`src/rtl/fetch_pkg.sv`:
```
// rtl/fetch_pkg.sv - shared types and default widths for the instruction fetch unit
package fetch_pkg;

  localparam int FETCH_ADDR_W = 16;
  localparam int FETCH_INST_W = 32;

  typedef enum logic [1:0] {
    IDLE  = 2'd0,
    REQ   = 2'd1,
    WAIT  = 2'd2,
    DRAIN = 2'd3
  } fetch_state_t;

  typedef struct packed {
    logic [FETCH_ADDR_W-1:0] pc;
    logic [FETCH_INST_W-1:0] inst;
  } fetch_entry_t;

endpackage

```
`src/rtl/fetch_fifo.sv`:
```
// rtl/fetch_fifo.sv - DEPTH-entry synchronous FIFO with clear, count and full/empty flags
module fetch_fifo #(
  parameter int WIDTH = 48,
  parameter int DEPTH = 4,
  localparam int PW = $clog2(DEPTH),
  localparam int CW = PW + 1
) (
  input  logic             clk_i,
  input  logic             rst_ni,
  input  logic             clear_i,
  input  logic             push_i,
  input  logic             pop_i,
  input  logic [WIDTH-1:0] wdata_i,
  output logic [WIDTH-1:0] rdata_o,
  output logic [CW-1:0]    count_o,
  output logic             full_o,
  output logic             empty_o
);

  logic [WIDTH-1:0] mem_q [DEPTH];
  logic [PW-1:0]    wr_ptr_q, rd_ptr_q;
  logic [CW-1:0]    count_q;
  logic             do_push, do_pop;

  assign empty_o = (count_q == '0);
  assign full_o  = (count_q == CW'(DEPTH));
  assign do_pop  = pop_i && !empty_o;
  // A push into a full buffer is only legal when the head leaves in the same cycle.
  assign do_push = push_i && (!full_o || do_pop);
  assign count_o = count_q;
  assign rdata_o = mem_q[rd_ptr_q];

  // Pointer and occupancy bookkeeping; clear wins over push/pop. Pointers wrap as DEPTH is a power of two.
  always_ff @(posedge clk_i or negedge rst_ni) begin
    if (!rst_ni) begin
      wr_ptr_q <= '0;
      rd_ptr_q <= '0;
      count_q  <= '0;
    end else if (clear_i) begin
      wr_ptr_q <= '0;
      rd_ptr_q <= '0;
      count_q  <= '0;
    end else begin
      if (do_push) wr_ptr_q <= wr_ptr_q + PW'(1);
      if (do_pop)  rd_ptr_q <= rd_ptr_q + PW'(1);
      if (do_push && !do_pop)      count_q <= count_q + CW'(1);
      else if (do_pop && !do_push) count_q <= count_q - CW'(1);
    end
  end

  // Entry storage needs no reset: empty slots are never presented.
  always_ff @(posedge clk_i) begin
    if (do_push && !clear_i) mem_q[wr_ptr_q] <= wdata_i;
  end

endmodule

```
`src/rtl/instruction_fetch_unit.sv`:
```
// rtl/instruction_fetch_unit.sv - fetch PC, single-outstanding imem requests and instruction buffer
module instruction_fetch_unit
  import fetch_pkg::*;
#(
  parameter int ADDR_W = FETCH_ADDR_W,
  parameter int INST_W = FETCH_INST_W,
  parameter int DEPTH  = 4
) (
  input  logic              clock_i,
  input  logic              reset_i,
  input  logic              enable_i,
  input  logic              flushBack_i,
  input  logic [ADDR_W-1:0] pc_i,
  input  logic              imemReady_i,
  output logic              imemReq_o,
  output logic [ADDR_W-1:0] imemAddr_o,
  input  logic              imemValid_i,
  input  logic [INST_W-1:0] imemData_i,
  input  logic              isStalled_i,
  output logic              instValid_o,
  output logic [INST_W-1:0] instruction_o,
  output logic [ADDR_W-1:0] instPc_o,
  output logic              bufferFull_o
);

  localparam int EW = ADDR_W + INST_W;
  localparam int CW = $clog2(DEPTH) + 1;

  fetch_state_t      state_q, state_d;
  logic [ADDR_W-1:0] fetch_pc_q, fetch_pc_d;
  logic [ADDR_W-1:0] req_pc_q, req_pc_d;
  logic [CW-1:0]     count;
  logic [EW-1:0]     head;
  logic              full, empty, issue, flush, push, pop;

  // Redirects are ignored before fetching has been enabled out of reset.
  assign flush = flushBack_i && (state_q != IDLE);
  // Only one request is ever outstanding, so a free slot at issue reserves room for its response.
  assign imemReq_o  = (state_q == REQ) && enable_i && (count < CW'(DEPTH));
  assign issue      = imemReq_o && imemReady_i;
  assign push       = (state_q == WAIT) && imemValid_i && !flush;
  assign pop        = instValid_o && !isStalled_i && !flushBack_i;
  assign imemAddr_o = fetch_pc_q;

  assign instValid_o   = !empty;
  assign instruction_o = instValid_o ? head[EW-1:ADDR_W] : '0;
  assign instPc_o      = instValid_o ? head[ADDR_W-1:0] : '0;
  assign bufferFull_o  = full;

  // Next-state, fetch PC and request PC; a redirect overrides the normal transition.
  always_comb begin
    state_d    = state_q;
    fetch_pc_d = fetch_pc_q;
    req_pc_d   = req_pc_q;
    case (state_q)
      IDLE:  if (enable_i) state_d = REQ;
      REQ: begin
        if (issue) begin
          req_pc_d   = fetch_pc_q;
          fetch_pc_d = fetch_pc_q + ADDR_W'(1);
          state_d    = WAIT;
        end
      end
      WAIT:  if (imemValid_i) state_d = REQ;
      DRAIN: if (imemValid_i) state_d = REQ;
      default: state_d = IDLE;
    endcase
    if (flush) begin
      fetch_pc_d = pc_i;
      case (state_q)
        // A request still in flight must be drained before the next one goes out.
        WAIT:    state_d = imemValid_i ? REQ : DRAIN;
        REQ:     state_d = issue ? DRAIN : REQ;
        DRAIN:   state_d = imemValid_i ? REQ : DRAIN;
        default: state_d = REQ;
      endcase
    end
  end

  // State and PC registers.
  always_ff @(posedge clock_i or negedge reset_i) begin
    if (!reset_i) begin
      state_q    <= IDLE;
      fetch_pc_q <= '0;
      req_pc_q   <= '0;
    end else begin
      state_q    <= state_d;
      fetch_pc_q <= fetch_pc_d;
      req_pc_q   <= req_pc_d;
    end
  end

  fetch_fifo #(
    .WIDTH (EW),
    .DEPTH (DEPTH)
  ) u_fifo (
    .clk_i   (clock_i),
    .rst_ni  (reset_i),
    .clear_i (flush),
    .push_i  (push),
    .pop_i   (pop),
    .wdata_i ({imemData_i, req_pc_q}),
    .rdata_o (head),
    .count_o (count),
    .full_o  (full),
    .empty_o (empty)
  );

endmodule

```
`config.mk`:
```
export PLATFORM = sky130hd
export DESIGN_NAME = instruction_fetch_unit
export DESIGN_NICKNAME = d
export VERILOG_FILES = /design/src/rtl/fetch_pkg.sv /design/src/rtl/fetch_fifo.sv /design/src/rtl/instruction_fetch_unit.sv
export SDC_FILE = /design/constraint.sdc
export NUM_CORES = 1
export LEC_CHECK = 0
export CORE_ASPECT_RATIO = 0.6
export CORE_MARGIN = 5
export CORE_UTILIZATION = 55
export DETAILED_ROUTE_END_ITERATION = 12
export PLACE_DENSITY = 0.78
export SLEW_MARGIN = 20
export SYNTH_ARGS = -nofsm -noshare
export SYNTH_HDL_FRONTEND = slang
export SYNTH_SLANG_ARGS = --single-unit
```
`constraint.sdc`:
```
create_clock -name clock_i -period 3.8 [get_ports clock_i]
set_input_delay 0.38 -clock clock_i [delete_from_list [all_inputs] [get_ports clock_i]]
set_output_delay 0.38 -clock clock_i [all_outputs]
set_load 0.01 [all_outputs]
```
# == Word-level counts from Yosys, hierarchy flattened ==
# Memory sizes are Yosys's and may differ from the RTL's.
# Index checks and enable logic that the tools add are counted.
# Widths: inputs -> output; s select.
# word_totals
mem_bits_ro,0
n_memories,1
output_inout_bits,67
reg_bits,41
input_bits,55
wordCells,75
mem_bits_rw,192
latch_bits,0
# mem_list
name,depth,word_bits,rd,rd_ports_with_merged_regs,write_ports,line,text
u_fifo.mem_q,4,48,1,0,1,fetch_fifo.sv:20,logic [WIDTH-1:0] mem_q [DEPTH];
# classes
n_eq_ne,7
div_mod_pow,0
n_mux,22
n_bitwise,0
n_addsub,5
n_reduce_logical,33
mul,0
n_shift,0
order_cmp,1
# op_table
cell,count
$mux 16,4
$mux 32,1
$mux 2,10
$add 16x1->16 const B,1
$logic_and 1x1->1,13
$reduce_bool 2->1,5
$mux 3,3
$logic_not 1->1,7
$ne 3x2->1 const B,2
$pmux 2 s3,1
$add 2x1->2 const B,2
$eq 2x2->1 const B,2
$pmux 2 s2,1
$reduce_and 2->1,2
$add 3x1->3 const B,1
$eq 3x3->1 const B,1
$logic_not 3->1,1
$lt 3x3->1 const B,1
$ne 3x1->1 const B,1
$reduce_and 3->1,1
$reduce_bool 3->1,1
$sub 3x1->3 const B,1
$eq 2x1->1 const B,1
$logic_not 2->1,1
3 further kinds,4

# == Logic depth before layout (Yosys ltp) ==
# depth
word_depth,12
depth_mapped,7
ltp_nobuf,6

# == Cells and area by module ==
# Synthesis repeated with hierarchy kept, for this count alone.
# unflattened
cells_unflattened,527
area_unflattened_um2,9454.1
# by_module_without_submodules
mod,seq_area_each_um2,area_per_inst_um2,cells_each,n_inst
fetch_fifo,5940.7,7479.7,314,1
instruction_fetch_unit,850.8,1974.4,213,1

# == Worst setup path after synthesis ==
# OpenSTA, ideal clock, no wires.
# synth_timing
path_type,register -> register
from,reg state_q[0]
to,"mem u_fifo.mem_q[0][0], enable pin"
setup_slack_ps,1062
setup_time_ps,410
period_less_slack_ps,2738
arrival_ps,2327
required_time_ps,3390
n_path_buf,1
path_stages_with_launch,5
cell_sequence,dfrtp_1 > nand4bb_1 > clkbuf_1 > a31oi_1 > and2_1
# synth_between
elab_chain_len,8
elab_cells_between_ends,10
cone_classes,eq/ne (1); mux (2); reduce/logical (7)
# synth_lines
item,line,text
start: declaration,instruction_fetch_unit.sv:29,"fetch_state_t state_q, state_d;"
start signal: assignment,instruction_fetch_unit.sv:87,state_q <= state_d;
$reduce_bool 2->1,instruction_fetch_unit.sv:37,assign flush = flushBack_i && (state_q != IDLE);
$logic_and 1x1->1,instruction_fetch_unit.sv:37,
$logic_not 1->1,"fetch_fifo.sv:53, instruction_fetch_unit.sv:41",
$logic_and 1x1->1,instruction_fetch_unit.sv:41,assign push = (state_q == WAIT) && imemValid_i && !flush;
$logic_and 1x1->1,fetch_fifo.sv:29,assign do_push = push_i && (!full_o || do_pop);
$logic_and 1x1->1 *,fetch_fifo.sv:53,if (do_push && !clear_i) mem_q[wr_ptr_q] <= wdata_i;
$mux 1 *,fetch_fifo.sv:53,
$mux 1 (implied by the code) *,fetch_fifo.sv:53,
end: declaration,fetch_fifo.sv:20,
# Mark *: on every way between the ends. The rest lies on a longest branch, timed or not.

# == Worst setup path after layout ==
# layout_timing
from,reg u_fifo.rd_ptr_q[0]
to,out instruction_o[17]
# layout_between
elab_chain_len,2
# layout_lines
item,line,text
start: declaration,fetch_fifo.sv:21,"logic [PW-1:0] wr_ptr_q, rd_ptr_q;"
start signal: assignment,fetch_fifo.sv:45,if (do_pop) rd_ptr_q <= rd_ptr_q + PW'(1);
$mem_v2 4x48,n/a,
$mux 32,instruction_fetch_unit.sv:46,assign instruction_o = instValid_o ? head[EW-1:ADDR_W] : '0;
end: declaration,instruction_fetch_unit.sv:21,"output logic [INST_W-1:0] instruction_o,"
# No other way between the ends.

==> metrics.cfg <==
[synth]
syn_inst=522
yosysTopAreaCell=edfxtp_1
synth_ff_type=edfxtp_1
synth-edff-count=192
yosysTopAreaCellShare=0.617
yosysSeqAreaShare=0.727
async_flop_share=0.176
synth_nets=583
synth_area_leaders=edfxtp_1 62%, mux4_2 12%, dfrtp_1 11%, and2_1 3.7%, mux2_2 1.6%
netlist_area_um2=9340
ys_seq_elements=233
synth.distinct_cells=38
yosysWarnings=0
avgSynthCellArea_um2=17.9

[grt]
grt_use_total=0.190
grt_remaining_overflow=0
antenna_found_initial=0
grt_max_degree=54
grt_pass1_vias=5451
grt_pass1_wl_mm=29.7

[clocking]
htree_levels=1
cts_made_buffers=21
ctsResizeCount=0
clk_latency_ns=0.48
post_cts_buffers=0
clkSinkCount=233
root_buffer=clkbuf_16
cts_buffer_depth=3
cts_tree=yes
clk_pin_slew_ns=0.07
cts_hold_buf=0

[routing]
wl_per_cell_um=20.9
drt_iter0_markers=345
firstDrtPassIters=5
vias_per_cell=5.73
drc=0
num_vias=5115
wirelength_mm=18.7
drtAntennaViolNets=0

[layout]
syn2layout_area_growth_pct=23.5
nNetsFinal=712
antenna_cells=0
drive_above_1_share=0.173

[sta]
skew_ns=0.00700
hold_violations=0
slew_viol_final=0
finalSetupViolations=0
fin_crit_sh=0.841
clock.fmax_ghz=0.313
slew_headroom=0.364
fin_tns_setup_ns=0
worst-slew-pin-transition_ns=0.951
rsz0062_at_grt=false
layout_min_cycle_time_ns=3.20

[placement]
dpl.hpwl_mm=11.7
globalplace.congestion=0.767
io_buffers=121

[power_and_ir_drop]
p_per_area_nw_per_um2=618
p_total_mw=7.13
ir_drop_v=0.000471
power.leakage_nw=3.87

[critical_path]
critPathRequiredTime_ns=3.42
endpoint_kind=output port
cp_max_fo=27
crit_arrival_ns=2.82
worstSetupPathType=reg -> out
start_kind=flip-flop

[floorplan]
rows=36
initial_utilization=0.568
ios=122
dieHeight_um=111
die_width_um=178
core_um2=16400
floorplan.die_area_um2=19800

[run]
cap_violations=0

[min_path]
worst_hold_path_type=in -> async

[status]
status=completed

-- critical path, stage by stage (launching register included) --
cell	delay (ns)
dfrtp_4	0.79
buf_12	0.30
mux4_2	0.56
and2_1	0.18
clkdlybuf4s50_1	0.48
-- metal layers --
metal	wire length, um	global-route usage	vias to the layer above
met4	279	0.0353	0
met1	8270	0.282	2627
li1	-	-	2276
met5	0	0	-
met2	8890	0.298	188
met3	1220	0.0406	24
-- sequential cells by signal, indices dropped and copies added (netlist names) --
register,flops
req_pc_q,16
u_fifo.mem_q,192
u_fifo.count_o,3
imemAddr_o,16
u_fifo.wr_ptr_q,2
state_q,2
u_fifo.rd_ptr_q,2
-- final cells by class --
cell class / instances / area (um2)
flip-flops and latches: 233 / 6800
fillers: 1035 / 4900
multi-input cells: 253 / 2410
repair buffers: 132 / 1340
clock buffers: 33 / 641
well taps: 228 / 285
inverters: 10 / 37.5
clock inverters: 4 / 27.5
-- cell usage in the layout (no fill, tap or decap), types with 5 or more instances in the layout --
cell,netlist,routed
xor2_1,5,5
and2_1,55,51
mux2_2,13,13
o21ai_0,19,19
mux4_2,48,48
ha_1,5,5
nand2_1,27,27
nor4_1,6,6
buf_4,1,7
nand3_1,7,7
edfxtp_1,192,192
a31oi_1,5,5
nand4_1,6,6
clkbuf_8,0,7
nor2_1,22,22
clkdlybuf4s50_1,0,120
clkbuf_16,0,21
mux2i_1,5,5
clkbuf_1,16,5
dfrtp_1,41,39
inv_1,10,10
-- final timing paths --
check | start | slack (ns) | cells past startpoint | endpoint
min reg2reg | req_pc_q[14]$_DFFE_PN0P_ | 0.53 | 0 | u_fifo.mem_q[2][14]$_DFFE_PP_
min in group clock_i | pc_i[12] | 0.45 | 3 | imemAddr_o[12]$_DFFE_PN0P_
max reg2reg | state_q[0]$_DFFE_PN0P_ | 1.24 | 4 | u_fifo.mem_q[0][4]$_DFFE_PP_
min | reset_i | 0.04 | 1 | imemAddr_o[3]$_DFFE_PN0P_
max | u_fifo.rd_ptr_q[0]$_DFFE_PN0P_ | 0.60 | 4 | instruction_o[17]
max in group asynchronous | reset_i | 3.05 | 1 | u_fifo.rd_ptr_q[0]$_DFFE_PN0P_
-- cells by family (layout without fill, tap and decap cells) --
family | count (synthesis) | in the layout | share of synthesized area
buffers and inverters | 36 | 179 | 0.0158
and+or+nand+nor | 135 | 135 | 0.0791
xor gates and xnor gates | 9 | 9 | 0.00844
DFF | 233 | 233 | 0.727
AOI/OAI and AO/OA | 37 | 37 | 0.0242
muxes | 66 | 66 | 0.137
adders and majority gates | 6 | 6 | 0.00884
-- synth_stat cells (6+ instances only) --
cell type,n
nand3_1,7
nand2_1,27
nor4_1,6
o21ai_0,19
nand4_1,6
nor2_1,22
dfrtp_1,41
mux4_2,48
mux2_2,13
and2_1,55
buf_2,7
clkbuf_1,16
inv_1,10
edfxtp_1,192
-- through the flow --
step / setup slack, ns / hold slack [ns] / area (um2) / std cells / util
floorplan: 1.06 / 0.0844 / 9340 / 522 / -
global placement: 0.856 / 0.495 / 10900 / 856 / 0.661
detailed placement: 0.728 / 0.509 / 10900 / 856 / 0.661
CTS: 0.521 / 0.0667 / 11500 / 893 / 0.702
global route: 0.397 / 0.119 / 11500 / 893 / 0.702
finish: 0.603 / 0.0418 / 11500 / 893 / 0.702
-- power breakdown --
| group | total (mW) | switching [mW] | internal (mW) |
|---|---|---|---|
| sequential | 3.26 | 0.251 | 3.01 |
| combinational | 1.85 | 0.813 | 1.03 |
| clock | 2.02 | 0.856 | 1.16 |
| total | 7.13 | 1.92 | 5.21 |
Note: power is estimated with default switching activity, not from simulation.
